File: config.mk
export PLATFORM = sky130hd
export DESIGN_NAME = shared_toggle_arb_flat
export DESIGN_NICKNAME = d
export VERILOG_FILES = /design/src/rtl/shared_toggle_arb_pkg.sv /design/src/rtl/shared_toggle_arb_if.sv /design/src/rtl/shared_toggle_arb_rr_pick.sv /design/src/rtl/shared_toggle_arb.sv /design/src/flat_wrapper.sv
export SDC_FILE = /design/constraint.sdc
export NUM_CORES = 1
export LEC_CHECK = 0
export CAP_MARGIN = 20
export CORE_UTILIZATION = 39
export CTS_BUF_LIST = sky130_fd_sc_hd__clkbuf_8
export DETAILED_ROUTE_END_ITERATION = 8
export PLACE_DENSITY = 0.82
export SLEW_MARGIN = 20
export SYNTH_ARGS = -nofsm -noshare
export SYNTH_HDL_FRONTEND = slang
export SYNTH_HIERARCHICAL = 1
export SYNTH_SLANG_ARGS = --single-unit
File: constraint.sdc
create_clock -name clk -period 1.5 [get_ports clk]
set_input_delay 0.15 -clock clk [delete_from_list [all_inputs] [get_ports clk]]
set_output_delay 0.15 -clock clk [all_outputs]
set_load 0.01 [all_outputs]
File: src/rtl/shared_toggle_arb_pkg.sv
// Shared types and constants for the shared toggle-register arbiter and
// the round-robin pickers that reuse its encoding.
package shared_toggle_arb_pkg;

   localparam int N_REQ_DEF = 4;
   localparam int W_DEF     = 8;
   localparam int CNT_W     = 16;

   typedef enum logic [1:0] {
      ST_IDLE  = 2'd0,
      ST_ARB   = 2'd1,
      ST_APPLY = 2'd2
   } state_t;

endpackage

File: src/rtl/shared_toggle_arb_if.sv
// Requester-side bus of the shared toggle arbiter.
// SHARED_TOG_CNT_EN adds the apply_cnt observation signal.
interface shared_toggle_arb_if
   import shared_toggle_arb_pkg::*;
#(
   parameter int N_REQ = N_REQ_DEF,
   parameter int W     = W_DEF
);

   logic [N_REQ-1:0]   req;
   logic [N_REQ*W-1:0] mask;
   logic [N_REQ-1:0]   gnt;
   logic [N_REQ-1:0]   ack;
   logic [W-1:0]       tog_q;
   logic               busy;
`ifdef SHARED_TOG_CNT_EN
   logic [CNT_W-1:0]   apply_cnt;

   modport master (output req, mask, input gnt, ack, tog_q, busy, apply_cnt);
   modport slave  (input req, mask, output gnt, ack, tog_q, busy, apply_cnt);
`else
   modport master (output req, mask, input gnt, ack, tog_q, busy);
   modport slave  (input req, mask, output gnt, ack, tog_q, busy);
`endif

endinterface

File: src/rtl/shared_toggle_arb_rr_pick.sv
// Combinational round-robin select: first set req bit scanning upward from
// rr_ptr with wrap. rr_ptr must be below N_REQ.
module rr_pick #(
   parameter int N_REQ = 4,
   parameter int PW    = $clog2(N_REQ)
) (
   input  logic [N_REQ-1:0] req,
   input  logic [PW-1:0]    rr_ptr,
   output logic [PW-1:0]    idx,
   output logic             vld
);

   logic [PW-1:0] j;

   // Walk offsets from farthest to nearest so the nearest hit wins.
   always_comb begin
      idx = '0;
      vld = 1'b0;
      j   = '0;
      for (int k = N_REQ-1; k >= 0; k--) begin
         j = PW'((int'(rr_ptr) + k) % N_REQ);
         if (req[j]) begin
            idx = j;
            vld = 1'b1;
         end
      end
   end

endmodule

File: src/rtl/shared_toggle_arb.sv
// Round-robin shared T-flip-flop bank: one requester mask XORed in per grant.
// Define SHARED_TOG_CNT_EN for the saturating nonzero-apply counter.
module shared_toggle_arb
   import shared_toggle_arb_pkg::*;
#(
   parameter int N_REQ = N_REQ_DEF,
   parameter int W     = W_DEF
) (
   input logic               clk,
   input logic               rst_n,
   shared_toggle_arb_if.slave bus
);

   localparam int PW = $clog2(N_REQ);

   state_t                  state;
   logic [PW-1:0]           winner, rr_ptr, nxt_ptr, pick_idx;
   logic                    pick_vld;
   logic [N_REQ-1:0][W-1:0] mask_a;
   logic [W-1:0]            win_mask;
   logic [N_REQ-1:0]        gnt, ack;
   logic [W-1:0]            tog_q;
   logic                    busy;

   rr_pick #(.N_REQ(N_REQ)) u_pick (
      .req    (bus.req),
      .rr_ptr (rr_ptr),
      .idx    (pick_idx),
      .vld    (pick_vld)
   );

   assign mask_a   = bus.mask;
   assign win_mask = mask_a[winner];
   assign nxt_ptr  = (int'(winner) == N_REQ-1) ? '0 : winner + 1'b1;

`ifdef SHARED_TOG_CNT_EN
   logic [CNT_W-1:0] apply_cnt;
   assign bus.apply_cnt = apply_cnt;
`endif

   // Outputs are registered, so the toggle/ack/pointer work is done on the
   // edge entering APPLY; it is then visible for the whole APPLY cycle.
   always_ff @(posedge clk or negedge rst_n) begin
      if (!rst_n) begin
         state  <= ST_IDLE;
         winner <= '0;
         rr_ptr <= '0;
         gnt    <= '0;
         ack    <= '0;
         tog_q  <= '0;
         busy   <= 1'b0;
`ifdef SHARED_TOG_CNT_EN
         apply_cnt <= '0;
`endif
      end else begin
         case (state)
            ST_IDLE: begin
               ack <= '0;
               if (pick_vld) begin
                  winner <= pick_idx;
                  gnt    <= N_REQ'(1) << pick_idx;
                  busy   <= 1'b1;
                  state  <= ST_ARB;
               end
            end
            ST_ARB: begin
               ack    <= N_REQ'(1) << winner;
               tog_q  <= tog_q ^ win_mask;
               rr_ptr <= nxt_ptr;
`ifdef SHARED_TOG_CNT_EN
               if (|win_mask && apply_cnt != '1)
                  apply_cnt <= apply_cnt + 1'b1;
`endif
               state  <= ST_APPLY;
            end
            ST_APPLY: begin
               gnt   <= '0;
               ack   <= '0;
               busy  <= 1'b0;
               state <= ST_IDLE;
            end
            default: state <= ST_IDLE;
         endcase
      end
   end

   assign bus.gnt   = gnt;
   assign bus.ack   = ack;
   assign bus.tog_q = tog_q;
   assign bus.busy  = busy;

endmodule

File: src/flat_wrapper.sv
// flat-port wrapper written by rule: the top's interface ports become plain ports
module shared_toggle_arb_flat import shared_toggle_arb_pkg::*;
#(
   parameter int N_REQ = N_REQ_DEF,
   parameter int W     = W_DEF
)
  (clk, rst_n, bus_req, bus_mask, bus_gnt, bus_ack, bus_tog_q, bus_busy);
  shared_toggle_arb_if #(.N_REQ(N_REQ), .W(W)) bus_i ();
  input logic clk;
  input logic rst_n;
  input wire logic [$bits(bus_i.req)-1:0] bus_req;
  input wire logic [$bits(bus_i.mask)-1:0] bus_mask;
  output wire logic [$bits(bus_i.gnt)-1:0] bus_gnt;
  output wire logic [$bits(bus_i.ack)-1:0] bus_ack;
  output wire logic [$bits(bus_i.tog_q)-1:0] bus_tog_q;
  output wire logic [$bits(bus_i.busy)-1:0] bus_busy;
  assign bus_i.req = bus_req;
  assign bus_i.mask = bus_mask;
  assign bus_gnt = bus_i.gnt;
  assign bus_ack = bus_i.ack;
  assign bus_tog_q = bus_i.tog_q;
  assign bus_busy = bus_i.busy;
  shared_toggle_arb #(.N_REQ(N_REQ), .W(W)) u_core (.clk(clk), .rst_n(rst_n), .bus(bus_i));
endmodule
# ---- Yosys cells after proc, flatten, opt, wreduce, memory -nomap -nowiden
# Cells that the tools add are included.
dict set report totals {
  ff_bits 23
  inputBits 38
  output_inout_bits 17
  wordCells 55
}
dict set report op_classes {
  add_sub_neg 4
  n_lt_le_gt_ge 5
  n_eq_ne 4
  shift 2
  mux 26
  n_bitwise 1
  n_reduce_logical 6
}
# op n
set op_table {}
lappend op_table {{8-bit binary-select mux with 2-bit select} 1}
lappend op_table {{4-bit one-hot mux with 2 select lines} 2}
lappend op_table {{2-bit by 3-bit < comparator with 1-bit output, second input constant} 5}
lappend op_table {{2-bit 2-to-1 mux} 6}
lappend op_table {{1-bit 2-to-1 mux} 9}
lappend op_table {{1-bit binary-select mux with 2-bit select} 4}
lappend op_table {{8-bit 2-to-1 mux} 1}
lappend op_table {{1-bit by 2-bit left shift with 4-bit output, first input constant} 2}
lappend op_table {{8-bit bitwise XOR} 1}
lappend op_table {{2-bit by 1-bit adder with 2-bit output, second input constant} 2}
lappend op_table {{2-bit adder, second input constant} 2}
lappend op_table {{2-bit by 1-bit == test with 1-bit output, second input constant} 2}
lappend op_table {{4-bit 2-to-1 mux} 1}
lappend op_table {{2-bit one-hot mux with 2 select lines} 1}
lappend op_table {{2-bit AND reduction} 2}
lappend op_table {{2-bit nonzero test} 2}
lappend op_table {{2-bit == test, second input constant} 1}
lappend op_table {{2-bit logical NOT} 1}
lappend op_table {{2-bit by 1-bit != test with 1-bit output, second input constant} 1}
lappend op_table {{1-bit one-hot mux with 2 select lines} 1}
lappend op_table {{2-bit OR reduction} 1}

# ---- Logic depth before layout (Yosys ltp)
# Gate-level depths: netlist of the first run.
dict set report logic_depth {
  word_depth 10
  mapped_depth 6
  depth_no_buf 6
}

# ---- Cells and area by module
# The synthesis of the first run kept the hierarchy.
# mod n_inst cells_per_inst area_per_inst_um2 seq_area_each_um2
set modules_own_cells {}
lappend modules_own_cells {shared_toggle_arb 1 103 1189.9 575.6}
lappend modules_own_cells {rr_pick 1 13 77.6 0.0}

# ---- Least setup slack after synthesis of the first run
# No wires, ideal clock.
dict set report synth_path {
  path_kind {register to register}
  startpoint {reg u_core.winner[1]}
  endpoint {reg u_core.rr_ptr[1]}
  setup_time_ns 0.125
  t_arrival_ns 1.364
  required_ns 1.375
  slack_ns 0.011
  path_stages_with_launch 6
  path_buffers 2
  period_less_slack_ns 1.489
  cell_sequence {dfrtp_1 buf_2 buf_4 inv_1 ha_1 mux2_2}
}
dict set report synth_between {
  elab_chain_cells 2
  elab_cells_between_ends 3
  cone_classes {add/sub (1); eq/ne (1); mux (1)}
}
# item line
set synth_lines {}
lappend synth_lines {{start: declaration} shared_toggle_arb.sv:17} ;# logic [PW-1:0] winner, rr_ptr, nxt_ptr, pick_idx;
lappend synth_lines {{start signal: assignment} shared_toggle_arb.sv:60} ;# winner <= pick_idx;
lappend synth_lines {{2-bit by 1-bit adder with 2-bit output or 2-bit by 1-bit == test with 1-bit output (tied branches)} shared_toggle_arb.sv:34} ;# assign nxt_ptr = (int'(winner) == N_REQ-1) ? '0 : winner + 1'b1;
lappend synth_lines {{2-bit 2-to-1 mux (*)} shared_toggle_arb.sv:34}
lappend synth_lines {{named net u_core.nxt_ptr[1]} shared_toggle_arb.sv:17}
lappend synth_lines {{end signal: assignment} shared_toggle_arb.sv:69} ;# rr_ptr <= nxt_ptr;
lappend synth_lines {{end: declaration} shared_toggle_arb.sv:17}
# The timed path passes the listed nets; every way through them passes the cells marked *.
# A chain may end at the register's enable or synchronous reset.

# ---- Final worst setup path of the first run
dict set report layout_path {
  startpoint {reg u_core.rr_ptr[1]}
  endpoint {reg u_core.gnt[0] (netlist: u_core/bus.gnt[0])}
}
dict set report layout_between {
  elab_chain_cells 10
  elab_cells_between_ends 24
  cone_classes {add/sub (3); eq/ne (1); shift (1); mux (18); reduce/logical (1)}
}
# item line
set layout_lines {}
lappend layout_lines {{2-bit adder} shared_toggle_arb_rr_pick.sv:21} ;# j = PW'((int'(rr_ptr) + k) % N_REQ);
lappend layout_lines {{1-bit binary-select mux with 2-bit select} shared_toggle_arb_rr_pick.sv:22} ;# if (req[j]) begin
lappend layout_lines {{1-bit 2-to-1 mux (not written as such)} shared_toggle_arb_rr_pick.sv:22}
lappend layout_lines {{2-bit 2-to-1 mux (3 in series)} shared_toggle_arb_rr_pick.sv:22}
lappend layout_lines {{2-bit 2-to-1 mux (*)} shared_toggle_arb_rr_pick.sv:22}
lappend layout_lines {{named net u_core.pick_idx[0]} shared_toggle_arb.sv:17}
lappend layout_lines {{1-bit by 2-bit left shift with 4-bit output (*)} shared_toggle_arb.sv:61} ;# gnt <= N_REQ'(1) << pick_idx;
lappend layout_lines {{4-bit 2-to-1 mux (*)} shared_toggle_arb.sv:59} ;# if (pick_vld) begin
lappend layout_lines {{4-bit one-hot mux with 2 select lines (*)} shared_toggle_arb.sv:56} ;# case (state)
lappend layout_lines {{end signal: assignment} shared_toggle_arb.sv:61}
lappend layout_lines {{end: declaration} shared_toggle_arb.sv:21} ;# logic [N_REQ-1:0] gnt, ack;
# The timed path passes the listed nets; every way through them passes the cells marked *. The select of a mux whose other input is x is not followed.

==> results of run 1 <==
state kept, by name, summed over array words and instances, names as in the netlist:
| name | count |
|---|---|
| u_core/bus.busy | 1 |
| u_core/bus.ack | 4 |
| u_core/state | 2 |
| u_core/winner | 2 |
| u_core/bus.gnt | 4 |
| u_core/bus.tog_q | 8 |
| u_core/rr_ptr | 2 |
final timing paths:
kind / slack (ns) / cells past startpoint / end
setup / recovery: 0.06 / 5 / u_core/bus.gnt[0]$_DFFE_PN0P_
hold / removal: 0.25 / 2 / u_core/bus.busy$_DFFE_PN0P_
setup reg to reg: 0.06 / 5 / u_core/bus.gnt[0]$_DFFE_PN0P_
hold reg to reg: 0.46 / 1 / u_core/bus.tog_q[7]$_DFFE_PN0N_
max in group asynchronous: 1.00 / 2 / u_core/rr_ptr[1]$_DFFE_PN0N_
min in group clk: 0.46 / 1 / u_core/bus.tog_q[7]$_DFFE_PN0N_
metrics by stage:
step	setup slack (ns)	instances	power (mW)	hold slack, ns
after floorplan	0.01135	116	2.262	-0.1456
after global placement	-0.03558	219	3.023	0.4546
after detailed placement	-0.1629	219	3.075	0.4557
after CTS	0.03531	224	3.485	0.2682
after global routing	0.003741	224	3.741	0.2697
final	0.05934	224	3.495	0.2518
metal layers:
metal | part of all wire (%) | vias up
li1 | - | 537
met3 | 2.9 | 4
met1 | 43 | 545
met4 | 1.5 | 0
met2 | 53 | 22
met5 | 0 | -
cells by family after synthesis:
kind of cell | after synthesis | share of synthesized area (%)
fa+ha+maj | 4 | 3.949
xor+xnor | 8 | 5.528
flops | 23 | 45.41
mux | 24 | 19.05
buf+inv | 13 | 5.429
simple gates | 23 | 9.279
compound gates | 21 | 11.35
report_power, final:
group | leakage (nW) | internal (mW) | switching (mW) | total, mW
Clock | 0.0269 | 0.182 | 0.189 | 0.371
Sequential | 0.283 | 0.919 | 0.216 | 1.13
Combinational | 0.578 | 1.09 | 0.896 | 1.99
cell type report:
type                       count  area, µm²  share of cell area, %
clock buffer                   3      41.29                  2.101
clock inverter                 1      3.754                 0.1910
inverter                       8      30.03                  1.528
multi-input combinational     80      635.6                  32.34
sequential                    23      576.8                  29.34
tap                           44      55.05                  2.801
timing repair buffer          65      623.1                  31.70
synthesized netlist by cell type:
master and count:
buf_4 1, buf_2 1, a32oi_1 4, nand2_1 6, o22ai_1 9, ha_1 4, nand2b_1 2, a21oi_1 2
o21ai_0 3, o31ai_1 1, a211oi_1 1, clkbuf_1 1, and2b_2 1, mux2i_1 23, buf_6 2, a211oi_2 1
nor2_1 9, xor2_1 8, mux2_2 1, or3b_1 1, nand3b_2 1, nor3_1 1, inv_1 8, nor3b_1 1
or2b_1 1, dfrtp_1 23
what timing repair did:
action | CTS | global route
pin swaps | 1 | 3
gates resized for setup | 0 | 4
endpoints found under the setup margin | 1 | 6
endpoints found under the hold margin | 0 | 0
setup buffers | 1 | 0
==> qor.csv, run 1 <==
stage,metric,value,unit
route,wirelength,3010,µm
floorplanning,initial_core_util,41.18,%
floorplanning,die_w,59.01,µm
worst_setup_path,path_buf_inv,1,
sta,rsz0062_at_grt,false,
global_route,busiest_layer,met2,
place,dp_hpwl,2358,µm
worst_setup_path,r2r_start,u_core/rr_ptr[1]$_DFFE_PN0N_,
floorplanning,die-area,3482,µm²
floorplanning,num_rows,20,
global_route,gr-usage-all-layers,18.21,%
cts,clock_path_buffers,2,
cts,cts_buffers,3,
yosys,synth_area_leader_cell,dfrtp_1,
finish,final_common_cell,clkdlybuf4s50_1,
finish,synthToLayoutAreaGrowth,55.08,%
global_route,grtUsageMet1,23.63,%
sta,finalSetupViolCount,0,
power,ir_drop,0.0009485,V
yosys,syn_inst,116,
worst_setup_path,crit_family,compound AO/OA/AOI/OAI gates,
cts,cts_max_level,1,
yosys,ys_warn_count,6,
yosys,netlist-cell-type-count,26,
cts,clock_sinks,23,
global_route,grt_pass1_vias,1127,
cts,clk_latency,0.26,ns
yosys,netlist_area,1267,µm²
worst_setup_path,crit_required,1.64,ns
worst_setup_path,critical_path.max_fanout,6,
finish,drive_gt1_share,12.22,%
finish,final_core_utilization,63.86,%
min_path,hp-class,in2async,
place,numPortBuffers,54,
cts,clk_pin_slew,0.08,ns
worst_setup_path,crit_arrival,1.58,ns
place,placed_area,1899,µm²
global_route,grt_max_degree,24,
worst_setup_path,slowest_stage,dfrtp_2,
sta,post-route-min-period,1.441,ns
global_route,use_met2,31.17,%
finish,layout.nets,223,
floorplanning,io_pins,55,
worst_setup_path,worstSetupEndpointType,flip-flop,
worst_setup_path,cpPeakStageDelay,0.46,ns
sta,slew_headroom,80.36,%
global_route,grt_use_met3,2.838,%
worst_setup_path,crit_chain,mux2i_1 > a211oi_2 > inv_1 > a32oi_1 > o22ai_1,
worst_setup_path,cp-start-kind,flip-flop,
finish,most-common-layout-cells,"clkdlybuf4s50_1, mux2i_1, dfrtp_1, buf_4",
cts,cts_tree,done,
route,initialDrtViolationCount,10,
yosys,synth-seq-cells,23,
yosys,synth_top_area_share,45.41,%
global_route,grt_pass1_wl,4802,µm
place,globalplace.congestion,0.7787,
sta,tns,0,ns
finish,fillers,234,
floorplanning,coreArea,3078,µm²
sta,clock-skew-final,0.004695,ns
run_status,status,"finished, final reports clean",
worst_setup_path,critical_path_class,reg2reg,
power,p_per_area,1778,nW/µm²
finish,design_area,1966,µm²
route,vias_per_cell,4.946,
power,p_leak,0.8879,nW
yosys,synth_nets,158,
route,first_pass_iters,4,
global_route,antenna_found_initial,0,
cts,root_buffer,clkbuf_8,
global_route,overflow,0,
sta,drv_slew,0,
sta,period_share,96.04,%
cts,cts_hold_buf,0,
worst_setup_path,critical_path.startpoint,u_core/rr_ptr[1]$_DFFE_PN0N_,
sta,hold_violations,0,
route,drc_errors,0,
sta,clock.fmax,694.1,MHz
run,max-cap-violations,0,
route,ant_nets,0,
floorplanning,fp.dieH,59.01,µm
yosys,synth.area.top_cells,"dfrtp_1, mux2i_1, xor2_1",
sta,worst_pin_slew,0.2940,ns
route,wl_per_cell,13.44,µm
finish,diodes,0,
route,vias,1108,
yosys,syn_area_per_cell,10.93,µm²
yosys,seq_area_frac_synth,45.41,%
No activity file was read; power rests on OpenSTA's default activity.
==> inputs of run 2 (changes only) <==
--- a/config.mk
+++ b/config.mk
@@ -10,6 +10,7 @@
 export CTS_BUF_LIST = sky130_fd_sc_hd__clkbuf_8
 export DETAILED_ROUTE_END_ITERATION = 8
 export PLACE_DENSITY = 0.82
+export SETUP_SLACK_MARGIN = 0.05
 export SLEW_MARGIN = 20
 export SYNTH_ARGS = -nofsm -noshare
 export SYNTH_HDL_FRONTEND = slang
==> run 2 against run 1 <==
Sequential power barely moved. Wire length rose by 6.5%. Count of clock-buffer cells in the layout did not move. Critical path depth rose by 1. Cell count rose by 0.45%. Hold slack got worse by 0.013 ns. Largest cell class unchanged. Non-clock buffer count rose by 1. Flip-flop and latch count did not move.
==> qor.csv, run 2 (synthesis gave the netlist of run 1 again) <==
stage,metric,value,unit,change
run_status,status,"finished, final reports clean",,
finish,fillers,247,,+5.6%
cts,clock_path_buffers,2,,unchanged
global_route,overflow,0,,unchanged
floorplanning,coreArea,3078,µm²,unchanged
run,max-cap-violations,0,,unchanged
finish,diodes,0,,unchanged
floorplanning,die_w,59.01,µm,unchanged
worst_setup_path,r2r_start,u_core/rr_ptr[0]$_DFFE_PN0N_,,
route,drc_errors,0,,unchanged
cts,clk_pin_slew,0.08,ns,about the same
finish,regMostFlops,u_core/bus.tog_q,,
route,wl_per_cell,14.24,µm,+6.0%
sta,post-route-min-period,1.431,ns,-0.009551 ns
power,p_leak,0.8968,nW,+1.0%
place,dp_hpwl,2453,µm,+4.0%
sta,worst_pin_slew,0.2881,ns,-0.005907 ns
worst_setup_path,regToRegEndpoint,u_core/bus.gnt[2]$_DFFE_PN0P_,,
worst_setup_path,slowest_stage,dfrtp_1,,
min_path,hp-class,in2async,,
cts,clock_sinks,23,,unchanged
finish,final_common_cell,clkdlybuf4s50_1,,
worst_setup_path,crit_family,compound AO/OA/AOI/OAI gates,,
cts,root_buffer,clkbuf_8,,
finish,largest_reg_flops,8,,unchanged
worst_setup_path,crit_arrival,1.58,ns,about the same
sta,clock-skew-final,0.001049,ns,-0.003646 ns
route,vias,1118,,+0.90%
route,ant_nets,0,,unchanged
global_route,antenna_found_initial,0,,unchanged
power,pwr-share-clk,10.8,%,+0.2 points
sta,setup_slack,0.06889,ns,+0.009551 ns
power,p_per_area,1803,nW/µm²,+1.4%
cts,cts_buffers,3,,unchanged
sta,clock.fmax,698.8,MHz,+0.67%
cts,cts_hold_buf,0,,unchanged
place,pre_cts_ws,-0.1210,ns,+0.04197 ns
power,power.switching,1.361,mW,+4.6%
finish,layout.nets,224,,+0.45%
route,first_pass_iters,4,,unchanged
worst_setup_path,critical_path.max_fanout,5,,-1
finish,most-common-layout-cells,"clkdlybuf4s50_1, mux2i_1, dfrtp_1, buf_4",,
sta,rsz0062_at_grt,true,,
worst_setup_path,critical_path_class,reg2reg,,
place,globalplace.congestion,0.7743,,-0.57%
worst_setup_path,crit_chain,nor3b_2 > a211oi_2 > nor2_2 > buf_4 > a32oi_1 > o21ai_1,,
worst_setup_path,reg2reg_depth,6,,+1
global_route,grt_pass1_vias,1080,,-4.2%
finish,drive_gt1_share,16.57,%,+4.4 points
finish,reg_top3,"u_core/bus.tog_q x8, u_core/bus.ack x4, u_core/bus.gnt x4",,
power,p_int,2.267,mW,+3.4%
global_route,grt_max_degree,24,,unchanged
route,initialDrtViolationCount,36,,+26
worst_setup_path,path_buf_inv,1,,unchanged
route,vias_per_cell,4.969,,+0.45%
finish,synthToLayoutAreaGrowth,58.84,%,
floorplanning,io_pins,55,,unchanged
power,combinationalPowerShare,58.0,%,+1.1 points
sta,period_share,95.41,%,-0.64 points
sta,slew_headroom,80.79,%,+0.43 points
global_route,gr-usage-all-layers,18.99,%,+0.78 points
worst_setup_path,r2r_setup_slack,0.07,ns,about the same
floorplanning,initial_core_util,41.18,%,unchanged
finish,final_core_utilization,65.41,%,+1.5 points
cts,clk_latency,0.27,ns,about the same
worst_setup_path,cpPeakStageDelay,0.43,ns,-0.03 ns
sta,finalSetupViolCount,0,,unchanged
floorplanning,num_rows,20,,unchanged
floorplanning,die-area,3482,µm²,unchanged
power,pwr-share-seq,31.3,%,-1.2 points
cts,cts_max_level,1,,unchanged
worst_setup_path,crit_required,1.65,ns,about the same
route,wirelength,3205,µm,+6.5%
floorplanning,fp.dieH,59.01,µm,unchanged
worst_setup_path,worstSetupEndpointType,flip-flop,,
worst_setup_path,cp-start-kind,flip-flop,,
cts,cts_tree,done,,
sta,drv_slew,0,,unchanged
global_route,grt_pass1_wl,4850,µm,+1.0%
sta,hold_violations,0,,unchanged
place,numPortBuffers,54,,unchanged
power,ir_drop,0.001405,V,+48%
power,switching_share,37.52,%,+0.29 points
## run 2: cell types whose count changed in the layout (fill, tap and decap cells not counted), sizes merged
cell      delta
buf          +1
clkinvlp     +1
inv          -1
## run 2: how the worst max path moves through the flow
stage | start | to | slack, ns | cells after the start
floorplan | u_core/winner[1]$_DFFE_PN0P_ | u_core/rr_ptr[1]$_DFFE_PN0N_ | 0.07 | 5
global placement | bus_req[3] | u_core/bus.gnt[0]$_DFFE_PN0P_ | -0.03 | 6
detailed placement | bus_req[1] | u_core/bus.gnt[0]$_DFFE_PN0P_ | -0.12 | 7
CTS | u_core/rr_ptr[1]$_DFFE_PN0N_ | u_core/bus.gnt[0]$_DFFE_PN0P_ | 0.06 | 6
global route | u_core/rr_ptr[1]$_DFFE_PN0N_ | u_core/bus.gnt[0]$_DFFE_PN0P_ | 0.004 | 5
finish | u_core/rr_ptr[0]$_DFFE_PN0N_ | u_core/bus.gnt[2]$_DFFE_PN0P_ | 0.07 | 6
## run 2: routing by layer
layer	vias to the layer above	wire length, µm	share of wire, %	track usage (%)
met1	549	1303	41	23.90
met3	6	90	2.8	4.803
met2	21	1763	55	31.98
met5	-	0	0	0
met4	0	47	1.5	6.122
li1	542	-	-	-
## run 2: metrics by stage
stage / hold slack [ns] / cell area (µm²) / TNS, ns / power [mW] / std cells
finish: 0.2387 / 2013 / 0 / 3.629 / 225
global route: 0.2570 / 2013 / 0 / 3.877 / 225
CTS: 0.2413 / 1966 / 0 / 3.540 / 223
detailed placement: 0.4557 / 1904 / -0.3922 / 3.100 / 218
global placement: 0.4555 / 1904 / -0.04430 / 3.053 / 218
floorplan: -0.1456 / 1270 / 0 / 2.271 / 116
## run 2: what timing repair did
item,CTS,global route
endpoints found under the setup margin,1,9
buffers inserted,1,2
pin swaps,1,5
resized for setup,1,10
cloned,0,0
## run 2: power by group through the flow
stage	logic, mW	clock network [mW]	registers, mW
finish	2.10	0.391	1.14
global route	2.27	0.438	1.17
CTS	2.01	0.409	1.13
detailed placement	1.96	0	1.14
global placement	1.93	0	1.13
floorplan	1.05	0	1.22
## run 2: final cells by class
class / instances / area [µm²] / area share (%)
inverter: 8 / 30.03 / 1.492
sequential: 23 / 576.8 / 28.65
timing repair buffer: 66 / 643.1 / 31.95
tap: 44 / 55.05 / 2.735
multi-input combinational: 80 / 659.4 / 32.75
clock inverter: 1 / 7.507 / 0.3729
clock buffer: 3 / 41.29 / 2.051
